<file path="src/rtl/aes_host_pkg.sv">
// aes_host_pkg: register map, command codes and sequencer states for the AES host driver
package aes_host_pkg;
  localparam logic [7:0] ADDR_CMD = 8'd1;
  localparam logic [7:0] ADDR_STATUS = 8'd2;
  localparam logic [7:0] ADDR_INP = 8'd3;
  localparam logic [7:0] ADDR_OUTP_BASE = 8'd4;
  localparam logic [31:0] CMD_SEND_INPUT = 32'd1;
  localparam logic [31:0] CMD_GET_OUTPUT = 32'd2;
  localparam logic [31:0] CMD_START = 32'd3;
  typedef enum logic [3:0] {
    ST_INIT, ST_IDLE, ST_CMD_IN, ST_WR_WORD, ST_POLL_IN, ST_CLR_IN,
    ST_CMD_OUT, ST_POLL_OUT, ST_RD_WORD, ST_CLR_OUT, ST_DELIVER, ST_GAP
  } state_t;
endpackage

</file>
<file path="src/rtl/aes_host_bus_op.sv">
// aes_host_bus_op: single Avalon-MM access engine; freezes the request while the slave stalls
module aes_host_bus_op (
  input  logic        clock,
  input  logic        resetn,
  input  logic        req,
  input  logic        rnw,
  input  logic [7:0]  addr,
  input  logic [31:0] wdata,
  output logic        done,
  output logic [31:0] rdata,
  output logic        avm_chipselect,
  output logic [7:0]  avm_address,
  output logic        avm_read,
  output logic        avm_write,
  output logic [31:0] avm_writedata,
  input  logic [31:0] avm_readdata,
  input  logic        avm_waitrequest
);
  logic pend, pend_rnw, active, cur_rnw;
  logic [7:0] pend_addr, cur_addr;
  logic [31:0] pend_wdata, cur_wdata;
  always_ff @(posedge clock) begin
    if (!resetn) begin
      pend <= 1'b0;
      pend_rnw <= 1'b0;
      pend_addr <= '0;
      pend_wdata <= '0;
    end else begin
      pend <= active && avm_waitrequest;
      if (!pend) begin
        pend_rnw <= rnw;
        pend_addr <= addr;
        pend_wdata <= wdata;
      end
    end
  end
  // once stalled, the captured request drives the bus regardless of the sequencer
  always_comb begin
    active = req || pend;
    cur_rnw = pend ? pend_rnw : rnw;
    cur_addr = pend ? pend_addr : addr;
    cur_wdata = pend ? pend_wdata : wdata;
    avm_chipselect = active;
    avm_read = active && cur_rnw;
    avm_write = active && !cur_rnw;
    avm_address = active ? cur_addr : '0;
    avm_writedata = avm_write ? cur_wdata : '0;
    done = active && !avm_waitrequest;
    rdata = avm_readdata;
  end
endmodule

</file>
<file path="src/rtl/aes_avalon_host_driver.sv">
// aes_avalon_host_driver: Avalon-MM sequencer running the AES-256 decrypt register protocol per block
// AES_HOST_TIMEOUT_EN: bound each status poll phase to POLL_LIMIT reads and flag a sticky error
module aes_avalon_host_driver #(
  parameter int GAP_CYCLES = 2,
  parameter int POLL_LIMIT = 1024
) (
  input  logic         clock,
  input  logic         resetn,
  input  logic [127:0] in_data,
  input  logic         in_valid,
  output logic         in_ready,
  output logic [127:0] out_data,
  output logic         out_valid,
  input  logic         out_ready,
  output logic         avm_chipselect,
  output logic [7:0]   avm_address,
  output logic         avm_read,
  output logic         avm_write,
  output logic [31:0]  avm_writedata,
  input  logic [31:0]  avm_readdata,
  input  logic         avm_waitrequest,
  output logic         busy,
  output logic         error
);
  import aes_host_pkg::*;
  localparam int GW = GAP_CYCLES > 1 ? $clog2(GAP_CYCLES) : 1;
  localparam bit NO_GAP = GAP_CYCLES == 0;
  state_t state, state_n, ret, ret_n, after_clr;
  logic armed, req, rnw, done, timeout;
  logic [1:0] k;
  logic [GW-1:0] gap_cnt;
  logic [127:0] blk;
  logic [7:0] addr;
  logic [31:0] wdata, rdata;

  aes_host_bus_op u_bus (
    .clock(clock), .resetn(resetn), .req(req), .rnw(rnw), .addr(addr), .wdata(wdata),
    .done(done), .rdata(rdata), .avm_chipselect(avm_chipselect), .avm_address(avm_address),
    .avm_read(avm_read), .avm_write(avm_write), .avm_writedata(avm_writedata),
    .avm_readdata(avm_readdata), .avm_waitrequest(avm_waitrequest)
  );

`ifdef AES_HOST_TIMEOUT_EN
  localparam int PW = $clog2(POLL_LIMIT + 1);
  logic [PW-1:0] poll_cnt;
  logic err_q;
  assign timeout = done && !rdata[0] && poll_cnt == PW'(POLL_LIMIT - 1);
  assign error = err_q;
  always_ff @(posedge clock) begin
    if (!resetn) begin
      poll_cnt <= '0;
      err_q <= 1'b0;
    end else begin
      poll_cnt <= (state == ST_POLL_IN || state == ST_POLL_OUT) ? poll_cnt + PW'(done && !rdata[0]) : '0;
      err_q <= err_q || timeout;
    end
  end
`else
  assign timeout = 1'b0;
  assign error = 1'b0;
`endif

  assign in_ready = state == ST_IDLE;
  assign out_valid = state == ST_DELIVER;
  assign busy = state != ST_IDLE;

  always_ff @(posedge clock) begin
    if (!resetn) begin
      state <= ST_INIT;
      ret <= ST_IDLE;
      armed <= 1'b0;
      k <= '0;
      gap_cnt <= '0;
      blk <= '0;
      out_data <= '0;
    end else begin
      state <= state_n;
      ret <= ret_n;
      armed <= 1'b1;
      gap_cnt <= state == ST_GAP ? gap_cnt + 1'b1 : '0;
      if (in_valid && in_ready) blk <= in_data;
      if (done && state == ST_WR_WORD) blk <= {blk[95:0], 32'h0};
      if (done && state == ST_RD_WORD) out_data <= {out_data[95:0], rdata};
      if (done && (state == ST_WR_WORD || state == ST_RD_WORD)) k <= k + 1'b1;
    end
  end

  // armed keeps the first cycle after reset strobe-free before START is issued
  always_comb begin
    state_n = state;
    ret_n = ret;
    req = 1'b0;
    rnw = 1'b0;
    addr = ADDR_CMD;
    wdata = '0;
    after_clr = state == ST_CLR_IN ? ST_CMD_OUT : ST_DELIVER;
    case (state)
      ST_INIT: begin
        req = armed;
        wdata = CMD_START;
        if (done) begin
          state_n = NO_GAP ? ST_IDLE : ST_GAP;
          ret_n = ST_IDLE;
        end
      end
      ST_IDLE: if (in_valid) state_n = ST_CMD_IN;
      ST_CMD_IN: begin
        req = 1'b1;
        wdata = CMD_SEND_INPUT;
        if (done) state_n = ST_WR_WORD;
      end
      ST_WR_WORD: begin
        req = 1'b1;
        addr = ADDR_INP;
        wdata = blk[127:96];
        if (done && k == 2'd3) state_n = ST_POLL_IN;
      end
      ST_POLL_IN, ST_POLL_OUT: begin
        req = 1'b1;
        rnw = 1'b1;
        addr = ADDR_STATUS;
        if (timeout) state_n = ST_IDLE;
        else if (done && rdata[0]) state_n = state == ST_POLL_IN ? ST_CLR_IN : ST_RD_WORD;
      end
      ST_CLR_IN, ST_CLR_OUT: begin
        req = 1'b1;
        addr = ADDR_STATUS;
        if (done) begin
          state_n = NO_GAP ? after_clr : ST_GAP;
          ret_n = after_clr;
        end
      end
      ST_CMD_OUT: begin
        req = 1'b1;
        wdata = CMD_GET_OUTPUT;
        if (done) state_n = ST_POLL_OUT;
      end
      ST_RD_WORD: begin
        req = 1'b1;
        rnw = 1'b1;
        addr = ADDR_OUTP_BASE + {6'd0, k};
        if (done && k == 2'd3) state_n = ST_CLR_OUT;
      end
      ST_DELIVER: if (out_ready) state_n = ST_IDLE;
      ST_GAP: if (gap_cnt == GW'(GAP_CYCLES - 1)) state_n = ret;
      default: state_n = ST_INIT;
    endcase
  end
endmodule

</file>
<file path="config.mk">
export PLATFORM = sky130hd
export DESIGN_NAME = aes_avalon_host_driver
export DESIGN_NICKNAME = d
export VERILOG_FILES = /design/src/rtl/aes_host_pkg.sv /design/src/rtl/aes_host_bus_op.sv /design/src/rtl/aes_avalon_host_driver.sv
export SDC_FILE = /design/constraint.sdc
export NUM_CORES = 1
export LEC_CHECK = 0
export ABC_AREA = 1
export CORE_MARGIN = 2
export CORE_UTILIZATION = 30
export CTS_CLUSTER_DIAMETER = 150
export CTS_CLUSTER_SIZE = 30
export DETAILED_ROUTE_END_ITERATION = 16
export GPL_TIMING_DRIVEN = 1
export SYNTH_ARGS = -nofsm -noshare
export SYNTH_HDL_FRONTEND = slang
export SYNTH_HIERARCHICAL = 1
export SYNTH_SLANG_ARGS = --single-unit
</file>
<file path="constraint.sdc">
create_clock -name clock -period 3.7 [get_ports clock]
set_clock_uncertainty 0.15 [all_clocks]
set_input_delay 0.74 -clock clock [delete_from_list [all_inputs] [get_ports clock]]
set_output_delay 0.74 -clock clock [all_outputs]
set_load 0.1 [all_outputs]
</file>
==> results.md <==
• period utilisation layout: 93.1%
• P per Cell Area: 760 nW/µm²
• final setup TNS: 0 ns
• share of async-settable or async-resettable flops after synthesis: 0%
• PnR worst setup slack: 0.254 ns
• detailed-router iteration count before antenna repair: 8
• Port-buffer cells: 338
• post-synthesis sequential area ratio: 49.2%
• Final Critical Period: 3.45 ns
• leakage: 6.55 nW
• Yosys reg bits: 310
• transition time of the tightest slew-check pin: 1.05 ns
• worst-skew pair later-pin latency: 0.52 ns
• area of the core: 41800 µm²
• GRT met2 Usage: 26.7%
• Horiz. Die Dim: 209 µm
• DRC Markers: 0
• beginning of the worst hold path: ret[1]$_SDFFE_PN0P_
• Post-Layout Cell Count: 2471
• die span in y: 209 µm
• Max Buffers Root-to-Sink: 3
• global-route met3 utilization: 4.31%
• post-placement cell count: 2443
• I/O pin count: 340
• Initial Utilization: 30.2%
• number of enable flip-flop cells after synthesis: 0
• GR Util met1: 23.7%
• Post-Place Worst Slack: 0.577 ns
• highest attainable clock frequency: 0.290 GHz
• reg2reg path depth: 16
• summed instance area of the synthesized netlist: 12600 µm²
• maximum level of the CTS H-tree: 1
• clock sinks: 310
• GR Util All Layers: 17.3%
• data required time of the worst path: 2.81 ns
• critical path start-end classification: reg -> out
• endpoint class of the critical path: primary output
• worst hold path endpoint: ret[1]$_SDFFE_PN0P_
• instance count along the most critical hold path: 2
• setup repair after global routing missed its margin: no
• arrival time of the worst setup path: 2.56 ns
• clock tree from TritonCTS: done
• die area: 43700 µm²
• cts-stage hold buffer count: 0
• clock-pin slew on the worst setup and hold paths: 0.11 ns
• starting DRC count in detailed routing: 865
• number of buffers created by CTS: 14
• element type at the critical path start: flop
• number of placement rows: 75
• relative max-transition margin: 29.5%
• post-synthesis cell count: 1699
• final hold violation count: 0
• Synth-to-Final Area Change: 33.5%
• total power draw: 12.8 mW
• WHS: 0.321 ns
• pin count of the biggest net entering global routing: 129
• antenna viol nets, final: 0
• setup violators final: 0
• total length of routed wires: 40.0 mm
• max-cap viol count: 0
• Nets: 2089
• launch instance of the worst register-to-register path: state[2]$_SDFFE_PN0P_
• Main synth FF type: sky130_fd_sc_hd__dfxtp_1
• synthesized area per cell: 7.43 µm²
• DR WL/cell: 16.2 µm
• Slew Viols, Final: 0
• Reg2Reg Capture Point: blk[43]$_SDFFE_PN0P_
• CTS Root Buffer Type: sky130_fd_sc_hd__clkbuf_16
• vias post-DR: 11700
• number of vias per cell: 4.73
• global placement routability congestion: 0.874
• worst supply voltage drop on vdd: 537 µV
• worst-path maximum fanout: 17
• Yosys cell types: 33
• global-route wire length before repair: 61.1 mm
• fraction of layout instances using a drive strength above 1: 8.78%
• slack of the worst reg-to-reg path: 0.58 ns
• most congested layer reported by global routing: met2
• antenna violations before repair: 12
• grt total ovfl: 0
• run status: completed
• worst min-delay path class: reg -> reg
• Ys Warns: 6
• half-perimeter wire length after detailed placement: 27.8 mm
• number of global-route vias before repair: 10900
[layout by cell type (no fill, tap or decap), types with 2 or more instances in the layout]
cell	count
sky130_fd_sc_hd__a21oi_1	40
sky130_fd_sc_hd__a31oi_1	64
sky130_fd_sc_hd__buf_12	50
sky130_fd_sc_hd__buf_4	47
sky130_fd_sc_hd__clkbuf_16	15
sky130_fd_sc_hd__clkdlybuf4s50_1	261
sky130_fd_sc_hd__conb_1	6
sky130_fd_sc_hd__dfxtp_1	307
sky130_fd_sc_hd__dfxtp_2	3
sky130_fd_sc_hd__diode_2	8
sky130_fd_sc_hd__inv_1	90
sky130_fd_sc_hd__inv_2	7
sky130_fd_sc_hd__inv_4	2
sky130_fd_sc_hd__nand2_1	277
sky130_fd_sc_hd__nand2_2	6
sky130_fd_sc_hd__nand2_4	3
sky130_fd_sc_hd__nand3_1	77
sky130_fd_sc_hd__nand3_4	3
sky130_fd_sc_hd__nor2_1	391
sky130_fd_sc_hd__nor2_2	27
sky130_fd_sc_hd__nor2_4	3
sky130_fd_sc_hd__nor3_1	34
sky130_fd_sc_hd__o211ai_1	2
sky130_fd_sc_hd__o21ai_0	165
sky130_fd_sc_hd__o21ai_1	4
sky130_fd_sc_hd__o221ai_1	32
[metal layers]
| layer | wire, µm | vias up |
|---|---|---|
| li1 | - | 5904 |
| met1 | 18200 | 5345 |
| met2 | 17700 | 357 |
| met3 | 2840 | 65 |
| met4 | 1200 | 8 |
| met5 | 52 | - |
[metrics by stage]
stage	area, µm²	util (%)
floorplan	12700	-
global placement	16300	39.1
detailed placement	16300	39.1
CTS	16700	40.1
global route	16800	40.3
finish	16900	40.4
[worst max path at each step]
stage / endpoint / from / slack, ns / cells after the start
after floorplan: avm_writedata[10] / state[2]$_SDFFE_PN0P_ / -0.15 / 12
after global placement: blk[126]$_SDFFE_PN0P_ / state[2]$_SDFFE_PN0P_ / 0.68 / 17
after detailed placement: blk[126]$_SDFFE_PN0P_ / state[2]$_SDFFE_PN0P_ / 0.58 / 17
after CTS: avm_writedata[8] / state[2]$_SDFFE_PN0P_ / 0.005 / 12
after global routing: avm_address[7] / state[0]$_SDFFE_PN0P_ / 0.03 / 14
final: avm_writedata[11] / state[2]$_SDFFE_PN0P_ / 0.25 / 13
[cells by family after synthesis]
family	after synthesis	synth area share, %
and+or+nand+nor	822	26.2
DFF	310	49.2
AOI/OAI and AO/OA	309	13.9
buffers and inverters	256	10.6
adders and majority gates	1	0.0991
other	1	0.0297
[report_power, final]
group          internal (mW)  total (mW)  switching (mW)  leakage (nW)
clock                  0.749        1.84            1.09         0.196
sequential              3.85        4.21           0.354          2.52
combinational           1.92        6.76            4.84          3.84
total                   6.53        12.8            6.28          6.55
[cell usage after synthesis, types with 2 or more instances]
cell type | count | area share [%]
sky130_fd_sc_hd__a21oi_1 | 40 | 1.6
sky130_fd_sc_hd__a31oi_1 | 64 | 3.2
sky130_fd_sc_hd__buf_2 | 50 | 2.0
sky130_fd_sc_hd__buf_4 | 44 | 2.6
sky130_fd_sc_hd__buf_6 | 19 | 1.7
sky130_fd_sc_hd__clkbuf_1 | 39 | 1.2
sky130_fd_sc_hd__clkbuf_2 | 4 | 0.16
sky130_fd_sc_hd__dfxtp_1 | 310 | 49
sky130_fd_sc_hd__inv_1 | 90 | 2.7
sky130_fd_sc_hd__inv_2 | 7 | 0.21
sky130_fd_sc_hd__nand2_1 | 278 | 8.3
sky130_fd_sc_hd__nand2_2 | 7 | 0.35
sky130_fd_sc_hd__nand3_1 | 77 | 3.1
sky130_fd_sc_hd__nor2_1 | 415 | 12
sky130_fd_sc_hd__nor2_2 | 4 | 0.20
sky130_fd_sc_hd__nor2_4 | 2 | 0.18
sky130_fd_sc_hd__nor3_1 | 34 | 1.3
sky130_fd_sc_hd__o211ai_1 | 2 | 0.12
sky130_fd_sc_hd__o21ai_0 | 165 | 6.5
sky130_fd_sc_hd__o21ai_1 | 4 | 0.16
sky130_fd_sc_hd__o221ai_1 | 32 | 2.2
[registers in the layout (all words and copies together), names as in the netlist, 2 cells and up]
signal            flops
blk                 128
k                     2
out_data            128
ret                   4
state                 4
u_bus/pend_addr       8
u_bus/pend_wdata     32
[repair_timing]
| item | 4_1_cts | 5_1_grt |
|---|---|---|
| resized for setup | 0 | 20 |
| buffers inserted | 0 | 1 |
| endpoints found under the setup margin | 0 | 33 |
[cell type report]
type | count | area (µm²)
multi-input cells | 1140 | 5210
diodes | 8 | 20.0
inverters | 99 | 377
repair buffers | 358 | 3970
flip-flops and latches | 310 | 6210
fillers | 4244 | 24900
clock buffers | 15 | 375
clock inverters | 2 | 25.0
well taps | 539 | 674
[critical path, stage by stage (launching register included)]
cell	delay (ns)
sky130_fd_sc_hd__dfxtp_1	0.44
sky130_fd_sc_hd__inv_2	0.09
sky130_fd_sc_hd__nor2_4	0.16
sky130_fd_sc_hd__nand2_1	0.12
sky130_fd_sc_hd__nand3_1	0.11
sky130_fd_sc_hd__inv_1	0.05
sky130_fd_sc_hd__nand3_1	0.08
sky130_fd_sc_hd__nand3b_1	0.11
sky130_fd_sc_hd__inv_1	0.07
sky130_fd_sc_hd__nand2_4	0.16
sky130_fd_sc_hd__nand3_4	0.09
sky130_fd_sc_hd__buf_12	0.17
sky130_fd_sc_hd__nor2_1	0.18
sky130_fd_sc_hd__buf_12	0.20
No activity file was read; power rests on OpenSTA's default activity.
